File: src/rtl/keccak_rate_packer.sv
// keccak_rate_packer
//   Packs 32-bit cust5 message words (HEAD / DATA / TAIL) into SHA3-512 rate
//   blocks (RATE_WORDS x 32 bits) with SHA3 padding (0x06 .. 0x80). Each block
//   is offered to the Keccak-f[1600] core over a valid/ready handshake.
//
// Ports
//   i_clk, i_rst_n        clock (rising edge), async active-low reset
//   i_in_valid/o_in_ready message word handshake
//   i_in_data             word; [31:24] is the earliest message byte
//   i_in_head, i_in_last  first / final word of a message
//   i_in_bytes            valid bytes of a final word (0..4, >4 means 4)
//   o_blk_valid/i_blk_ready  rate block handshake
//   o_blk_data            block, message byte i at [8i+7:8i]
//   o_blk_first/o_blk_last   block is first / final of its message
//   o_err                 sticky: non-head word seen while idle
module keccak_rate_packer #(
  parameter int RATE_WORDS = 18
) (
  input  logic                       i_clk,
  input  logic                       i_rst_n,
  input  logic                       i_in_valid,
  output logic                       o_in_ready,
  input  logic [31:0]                i_in_data,
  input  logic                       i_in_head,
  input  logic                       i_in_last,
  input  logic [2:0]                 i_in_bytes,
  output logic                       o_blk_valid,
  input  logic                       i_blk_ready,
  output logic [RATE_WORDS*32-1:0]   o_blk_data,
  output logic                       o_blk_first,
  output logic                       o_blk_last,
  output logic                       o_err
);

  localparam int RB = RATE_WORDS * 4;          // bytes per block
  localparam int BW = RATE_WORDS * 32;         // bits per block
  localparam int CW = $clog2(RATE_WORDS + 1);  // word counter width
  localparam int NW = $clog2(RB + 1);          // byte count width

  // Standalone pad block used when the message ended exactly on a block edge.
  localparam logic [BW-1:0] PAD_BLK = {8'h80, {(BW-16){1'b0}}, 8'h06};

  typedef enum logic [1:0] {S_IDLE, S_FILL, S_FULL} state_t;

  state_t          r_state, w_state;
  logic [BW-1:0]   r_buf, w_buf, w_wr_buf;
  logic [CW-1:0]   r_cnt, w_cnt, w_cnt_base;
  logic            r_pad_pend, w_pad_pend;
  logic            r_first_pend, w_first_pend;
  logic            r_last, w_last;
  logic            r_err, w_err;
  logic [2:0]      w_nbytes;
  logic [NW-1:0]   w_n;

  assign o_in_ready  = (r_state != S_FULL);
  assign o_blk_valid = (r_state == S_FULL);
  assign o_blk_data  = r_buf;
  assign o_blk_first = o_blk_valid & r_first_pend;
  assign o_blk_last  = o_blk_valid & r_last;
  assign o_err       = r_err;

  // A head word restarts the block, so it lands at word 0 of a cleared buffer.
  assign w_cnt_base = i_in_head ? '0 : r_cnt;
  assign w_nbytes   = !i_in_last ? 3'd4 : (i_in_bytes > 3'd4) ? 3'd4 : i_in_bytes;
  assign w_n        = NW'({w_cnt_base, 2'b00}) + NW'(w_nbytes);

  // Buffer image after writing the incoming word (byte-swapped into Keccak
  // little-endian order) and, for a short final word, the SHA3 pad bits.
  always_comb begin
    w_wr_buf = i_in_head ? '0 : r_buf;
    for (int i = 0; i < RB; i++) begin
      if ((i / 4) == int'(w_cnt_base) && (i % 4) < int'(w_nbytes))
        w_wr_buf[8*i +: 8] = i_in_data[31-8*(i%4) -: 8];
      if (i_in_last && w_n < NW'(RB) && i == int'(w_n))
        w_wr_buf[8*i +: 8] = w_wr_buf[8*i +: 8] | 8'h06;
    end
    // n = RB-1 puts both pad markers in the top byte, giving 0x86.
    if (i_in_last && w_n < NW'(RB))
      w_wr_buf[BW-1 -: 8] = w_wr_buf[BW-1 -: 8] | 8'h80;
  end

  always_comb begin
    w_state      = r_state;
    w_buf        = r_buf;
    w_cnt        = r_cnt;
    w_pad_pend   = r_pad_pend;
    w_first_pend = r_first_pend;
    w_last       = r_last;
    w_err        = r_err;
    case (r_state)
      S_IDLE, S_FILL: begin
        if (i_in_valid) begin
          if (r_state == S_IDLE && !i_in_head) begin
            w_err = 1'b1;                      // stray word, dropped
          end else begin
            if (i_in_head) begin
              w_err        = 1'b0;
              w_first_pend = 1'b1;
              w_pad_pend   = 1'b0;
            end
            w_buf   = w_wr_buf;
            w_cnt   = w_cnt_base + 1'b1;
            w_state = S_FILL;
            if (i_in_last) begin
              w_state = S_FULL;
              // Message filled the block exactly: padding goes in a block of its own.
              if (w_n == NW'(RB)) begin
                w_last     = 1'b0;
                w_pad_pend = 1'b1;
              end else begin
                w_last = 1'b1;
              end
            end else if (w_cnt_base == CW'(RATE_WORDS - 1)) begin
              w_state = S_FULL;
              w_last  = 1'b0;
            end
          end
        end
      end
      S_FULL: begin
        if (i_blk_ready) begin
          w_first_pend = 1'b0;
          if (r_pad_pend) begin
            w_buf      = PAD_BLK;
            w_pad_pend = 1'b0;
            w_last     = 1'b1;
          end else if (r_last) begin
            w_state = S_IDLE;
            w_last  = 1'b0;
          end else begin
            w_buf   = '0;
            w_cnt   = '0;
            w_state = S_FILL;
          end
        end
      end
      default: w_state = S_IDLE;
    endcase
  end

  always_ff @(posedge i_clk or negedge i_rst_n) begin
    if (!i_rst_n) begin
      r_state      <= S_IDLE;
      r_buf        <= '0;
      r_cnt        <= '0;
      r_pad_pend   <= 1'b0;
      r_first_pend <= 1'b0;
      r_last       <= 1'b0;
      r_err        <= 1'b0;
    end else begin
      r_state      <= w_state;
      r_buf        <= w_buf;
      r_cnt        <= w_cnt;
      r_pad_pend   <= w_pad_pend;
      r_first_pend <= w_first_pend;
      r_last       <= w_last;
      r_err        <= w_err;
    end
  end

endmodule

File: config.mk
export PLATFORM = sky130hd
export DESIGN_NAME = keccak_rate_packer
export DESIGN_NICKNAME = d
export VERILOG_FILES = /design/src/rtl/keccak_rate_packer.sv
export SDC_FILE = /design/constraint.sdc
export NUM_CORES = 1
export LEC_CHECK = 0
export ABC_CLOCK_PERIOD_IN_PS = 6100
export CORE_MARGIN = 2
export CORE_UTILIZATION = 35
export CTS_CLUSTER_DIAMETER = 50
export DETAILED_ROUTE_END_ITERATION = 6
export DONT_BUFFER_PORTS = 1
export PLACE_DENSITY = 0.57
export SLEW_MARGIN = 20
export SYNTH_ARGS = -nofsm -noshare
export SYNTH_HDL_FRONTEND = slang
export SYNTH_SLANG_ARGS = --single-unit
File: constraint.sdc
create_clock -name i_clk -period 6.1 [get_ports i_clk]
set_input_delay 1.22 -clock i_clk [delete_from_list [all_inputs] [get_ports i_clk]]
set_output_delay 1.22 -clock i_clk [all_outputs]
set_load 0.01 [all_outputs]
* Yosys cells after proc, flatten, opt, wreduce, memory -nomap -nowiden
Index checks and enable logic that the tools add are counted.
Word-level totals: bits in registers 587, input port bits 41, output and inout bits 581, word-level logic and storage cells 681
Operators by class: equality and inequality tests 172, magnitude comparators 6, reduce and logical (&&, ||, !) cells 231, bitwise operators 2, add/sub/neg operators 2, mux-type cells 190
Operators with widths (number):
- 576-bit two-way mux | 6
- 576-bit case mux with 2 select lines | 1
- 8-bit two-way mux | 73
- 6-bit AND reduction | 72
- 4-bit != test, second input constant | 71
- 7-bit == test, first input constant | 40
- 3-bit two-way mux | 74
- 1-bit logical AND | 146
- 6-bit by 7-bit == test with 1-bit output, first input constant | 16
- 5-bit by 7-bit == test with 1-bit output, first input constant | 8
- 5-bit == test, first input constant | 10
- 5-bit two-way mux | 6
- 4-bit by 7-bit == test with 1-bit output, first input constant | 4
- 4-bit by 5-bit == test with 1-bit output, first input constant | 4
- 1-bit two-way mux | 19
- 5-bit AND reduction | 3
- 3-bit by 7-bit == test with 1-bit output, first input constant | 2
- 2-bit two-way mux | 6
- 2-bit != test, second input constant | 6
- 3-bit by 5-bit == test with 1-bit output, first input constant | 2
- 5-bit case mux with 2 select lines | 1
- 4-bit AND reduction | 2
- 7-bit by 3-bit adder with 7-bit output | 1
- 2-bit by 7-bit == test with 1-bit output, first input constant | 1
- other kinds (22) | 29

* Longest topological paths before layout
depth after elaboration 12, depth in mapped cells 14, depth with buffers taken out 10

* Least setup slack after synthesis
Ideal clock, no wire load.
path kind input to register, start input port i_in_last, end register r_buf[545] (netlist: o_blk_data[545]), setup time 0.126 ns, data required time 5.974 ns, arrival time 4.124 ns, path buffers 3, slack 1.850 ns, stages 12, cells stage by stage nor2b_1 > inv_2 > buf_1 > buf_1 > ha_1 > ha_1 > buf_2 > and3_1 > mux2_2 > nor4_4 > nand4_1 > a311o_1
On the way: longest elaborated chain between the ends 9, elaborated cells on any way between the ends 15, classes of those cells add/sub (1); order compare (2); eq/ne (2); mux (6); reduce/logical (4)
Ends and longest elaborated chain:
- start: declaration | line 25 | input logic i_in_last,
- 3-bit two-way mux | line 64 | assign w_nbytes = !i_in_last ? 3'd4 : (i_in_bytes > 3'd4) ? 3'd4 : i_in_bytes;
- 7-bit by 3-bit adder with 7-bit output | line 65 | assign w_n = NW'({w_cnt_base, 2'b00}) + NW'(w_nbytes);
- 7-bit less-than comparator | line 74 | if (i_in_last && w_n < NW'(RB) && i == int'(w_n))
- 1-bit logical AND (2 in a row) | line 74
- 3-bit two-way mux | line 74
- 576-bit two-way mux | line 93 | if (r_state == S_IDLE && !i_in_head) begin
- 576-bit two-way mux | line 92 | if (i_in_valid) begin
- 576-bit case mux with 2 select lines | line 90 | case (r_state)
- end signal: assignment | line 152 | r_buf <= w_buf;
- end: declaration | line 46 | logic [BW-1:0] r_buf, w_buf, w_wr_buf;
Several ways; a longest one is shown, not always the timed one. The select of a mux whose other input is x is not followed. A chain may end at the register's enable or synchronous reset.

* Worst setup path after layout
start input port i_in_head, end register r_buf[308] (netlist: o_blk_data[308])
On the way: longest elaborated chain between the ends 7, elaborated cells on any way between the ends 12, classes of those cells eq/ne (2); mux (6); reduce/logical (4)
Ends and longest elaborated chain:
- start: declaration | line 24 | input logic i_in_head,
- 5-bit two-way mux | line 63 | assign w_cnt_base = i_in_head ? '0 : r_cnt;
- 5-bit == test | line 72 | if ((i / 4) == int'(w_cnt_base) && (i % 4) < int'(w_nbytes))
- 1-bit logical AND | line 72
- 8-bit two-way mux | line 72
- 576-bit two-way mux | line 93
- 576-bit two-way mux | line 92
- 576-bit case mux with 2 select lines | line 90
Several ways; a longest one is shown, not always the timed one. The select of a mux whose other input is x is not followed.

==> out/qor.txt <==
status -> completed
HPWL Detailed -> 82.3 mm
I/O pin cnt -> 622
Clk pin slew, worst setup/hold paths -> 0.06 ns
Worst Skew -> 0.0155 ns
Sequential Power Share -> 0.432
Fin. Hold Viols -> 0
number of buffers added on ports -> 0
Finished Cell Area -> 28,400 um^2
Layout fillers -> 6,635
core area -> 70,000 um^2
CP Max Fanout -> 39
clk buf depth -> 3
placed cells -> 3,047
achievable frequency -> 240 MHz
GRT Util Overall -> 0.305
clk sinks -> 587
simple-gate share of the synthesized area -> 0.122
Via Count -> 21,200
Synth Area in Adders -> 0.00253
Tightest Pin Transition -> 1.17 ns
Routed Wire Length -> 115 mm
YS warnings -> 0
pwr/cell area -> 409 nW/um^2
Power Total -> 11.6 mW
final period utilization -> 0.683
Slew HR -> 0.219
Required @ worst endpoint -> 6.61 ns
post-synthesis mux area share -> 0.00359
share of layout cells above drive strength 1 -> 0.0919
largest net degree at the start of global routing -> 588
GPL Wtd Cong -> 0.955
static leakage -> 12.3 nW
path type of the worst min-delay path -> in -> async
root buf cell -> clkbuf_16
Netlist cell types -> 74
Clock power frac -> 0.410
asr flop ratio synth -> 1.00
pre-CTS setup slack -> 1.59 ns
Area Overhead vs Synth -> 15.0%
reg2reg setup slack -> 1.95 ns
Synth top area share -> 0.594
vias in the first global route -> 20,500
max_cap viols -> 0
Top FF cell, synth -> dfrtp_1
WS Path Type -> in -> reg
Synth Area in Compound Gates -> 0.250
cell area after synthesis -> 24,700 um^2
Nets -> 2,237
# diodes -> 0
Cell Area, Placed -> 25,600 um^2
Die Ht -> 270 um
Worst Setup Slack, final -> 1.93 ns
first-pass GRT wire length -> 162 mm
DRC errors left -> 0
cell internal pwr -> 7.56 mW
# setup viols final -> 0
Synth Area in XOR/XNOR -> 0.00106
hold-fix buffers at CTS -> 0
initial antenna violation count -> 6
Final Non-Filler Cells -> 3,193
CTS tree -> yes
RSZ-0062 raised after global routing -> no
Seq cells post-synth -> 587
synth top area cells -> dfrtp_1 (59%), o2bb2ai_1 (8.7%), nand2_1 (4.3%), a22o_1 (2.7%), o21ai_0 (2.7%)
post-layout util -> 0.406
final hold slack -> 0.294 ns
Gate Count Post-Synth -> 2,222
# H-tree levels -> 3
CP Launch Type -> input pin
sequential fraction of the synthesis area -> 0.594
drt first pass iters -> 6
crit path capture type -> register
WL/cell -> 36.0 um
Initial DRC Count -> 2,420
largest family of logic cells by synthesized area -> compound AO/OA/AOI/OAI gates
die width -> 270 um
ANT nets after route -> 0
row cnt -> 97
worst vdd ir -> 0.196 mV
P_sw -> 4.06 mW
Synth Net Count -> 2,268
CTS Buf Count -> 78
Post-CTS Setup Inserts -> 0
biggest area consumer among synthesized cells -> dfrtp_1
Resize count post-CTS -> 0
Max Slew Vio Count -> 0
Final Critical Period -> 4.17 ns
Combinational Power Share -> 0.159
later-pin clock latency in the skew report -> 0.63 ns
die area -> 72,800 um^2
Initial Util -> 0.353
data arrival time of the critical path -> 4.68 ns
setup tns final -> 0 ns
Sw Ratio -> 0.349
syn_area_per_cell -> 11.1 um^2
detail-routed via count per cell -> 6.65
number of flops mapped to enable cells by yosys -> 0
grt ovf -> 0
==> final timing paths <==
check,from,to,cells past startpoint
min reg2reg,r_first_pend$_DFFE_PN0P_,r_first_pend$_DFFE_PN0P_,2
min,i_rst_n,o_blk_data[203]$_DFFE_PN0P_,0
min in group i_clk,r_first_pend$_DFFE_PN0P_,r_first_pend$_DFFE_PN0P_,2
max reg2reg,r_cnt[3]$_DFFE_PN0P_,o_blk_data[308]$_DFFE_PN0P_,5
max,i_in_head,o_blk_data[308]$_DFFE_PN0P_,8
max in group asynchronous,i_rst_n,o_blk_data[567]$_DFFE_PN0P_,2
==> power groups by stage <==
| stage | registers, mW | clock network, mW | logic (mW) |
|---|---|---|---|
| 2_1_floorplan | 4.71 | 0 | 1.13 |
| 4_1_cts | 5.01 | 4.79 | 1.71 |
| 6_report | 5.01 | 4.76 | 1.84 |
| 3_3_place_gp | 5.07 | 0 | 1.66 |
| 5_1_grt | 5.04 | 4.97 | 1.95 |
| 3_5_place_dp | 5.08 | 0 | 1.71 |
==> critical path, cell delays in order <==
cell,delay [ns]
inv_1,0.12
nand2_1,0.09
inv_1,0.12
ha_1,0.79
nand3_1,0.79
nor2_1,0.89
o21ai_1,0.32
a22o_1,0.31
==> logic make-up (layout without fill, tap and decap cells) <==
| family | after synthesis | count (layout) |
|---|---|---|
| flops | 587 | 587 |
| buf+inv | 165 | 196 |
| fa+ha+maj | 5 | 5 |
| compound gates | 789 | 789 |
| simple gates | 665 | 665 |
| xor+xnor | 3 | 3 |
| mux | 8 | 8 |
==> flip-flops by register name, summed over array words and instances (netlist names) <==
name          count
o_err             1
r_state           2
r_pad_pend        1
r_cnt             5
r_first_pend      1
r_last            1
o_blk_data      576
==> area by class of cell <==
class | count | area (um^2) | share of cell area
Clock inverter | 45 | 514 | 0.0181
Tap cell | 940 | 1180 | 0.0414
Clock buffer | 97 | 2170 | 0.0762
Multi-Input combinational cell | 1470 | 9470 | 0.333
Timing Repair Buffer | 31 | 325 | 0.0114
Sequential cell | 587 | 14700 | 0.517
Inverter | 23 | 86.3 | 0.00304
==> metal layers <==
layer	part of all wire	wire length (um)	global-route usage	up-vias
li1	-	-	-	8417
met2	0.45	51900	0.473	1527
met4	0.042	4790	0.124	8
met3	0.13	15200	0.135	280
met5	0.00044	51	0	-
met1	0.37	43000	0.371	11000
==> placed cells by master, fill, tap and decap left out, types with 26 or more instances in the layout <==
cell / netlist / layout
o2111ai_1: 37 / 36
o2bb2ai_1: 247 / 247
dfrtp_1: 587 / 587
a22o_1: 77 / 77
a211o_1: 26 / 26
buf_4: 2 / 26
nand2_1: 285 / 284
clkbuf_16: 0 / 81
o21ai_1: 26 / 26
nand3_1: 88 / 88
o21ai_0: 134 / 134
nor2_1: 152 / 149
a311o_1: 28 / 28
a221o_1: 39 / 39
==> synthesized netlist by cell type (5+ instances only) <==
| master | number |
|---|---|
| nor3_1 | 25 |
| a31oi_1 | 14 |
| o211ai_1 | 19 |
| o2111ai_1 | 37 |
| a32oi_1 | 12 |
| inv_1 | 21 |
| and3_1 | 21 |
| buf_1 | 9 |
| a22o_1 | 77 |
| o2bb2ai_1 | 247 |
| o221ai_1 | 12 |
| a211o_1 | 26 |
| buf_2 | 26 |
| nand2b_1 | 5 |
| mux2_2 | 7 |
| o21ai_0 | 134 |
| and2_1 | 12 |
| nor4_1 | 14 |
| nor2b_1 | 11 |
| nand4_1 | 10 |
| dfrtp_1 | 587 |
| nand3_1 | 88 |
| or3_1 | 10 |
| or2_2 | 6 |
| ha_1 | 5 |
| a22oi_1 | 13 |
| a21oi_1 | 21 |
| clkbuf_1 | 105 |
| nor2_1 | 152 |
| o31a_1 | 11 |
| a21o_1 | 21 |
| nand2_1 | 285 |
| o21ai_1 | 26 |
| o31ai_1 | 12 |
| a311o_1 | 28 |
| a221o_1 | 39 |
Power figures use the tool's default switching activity.
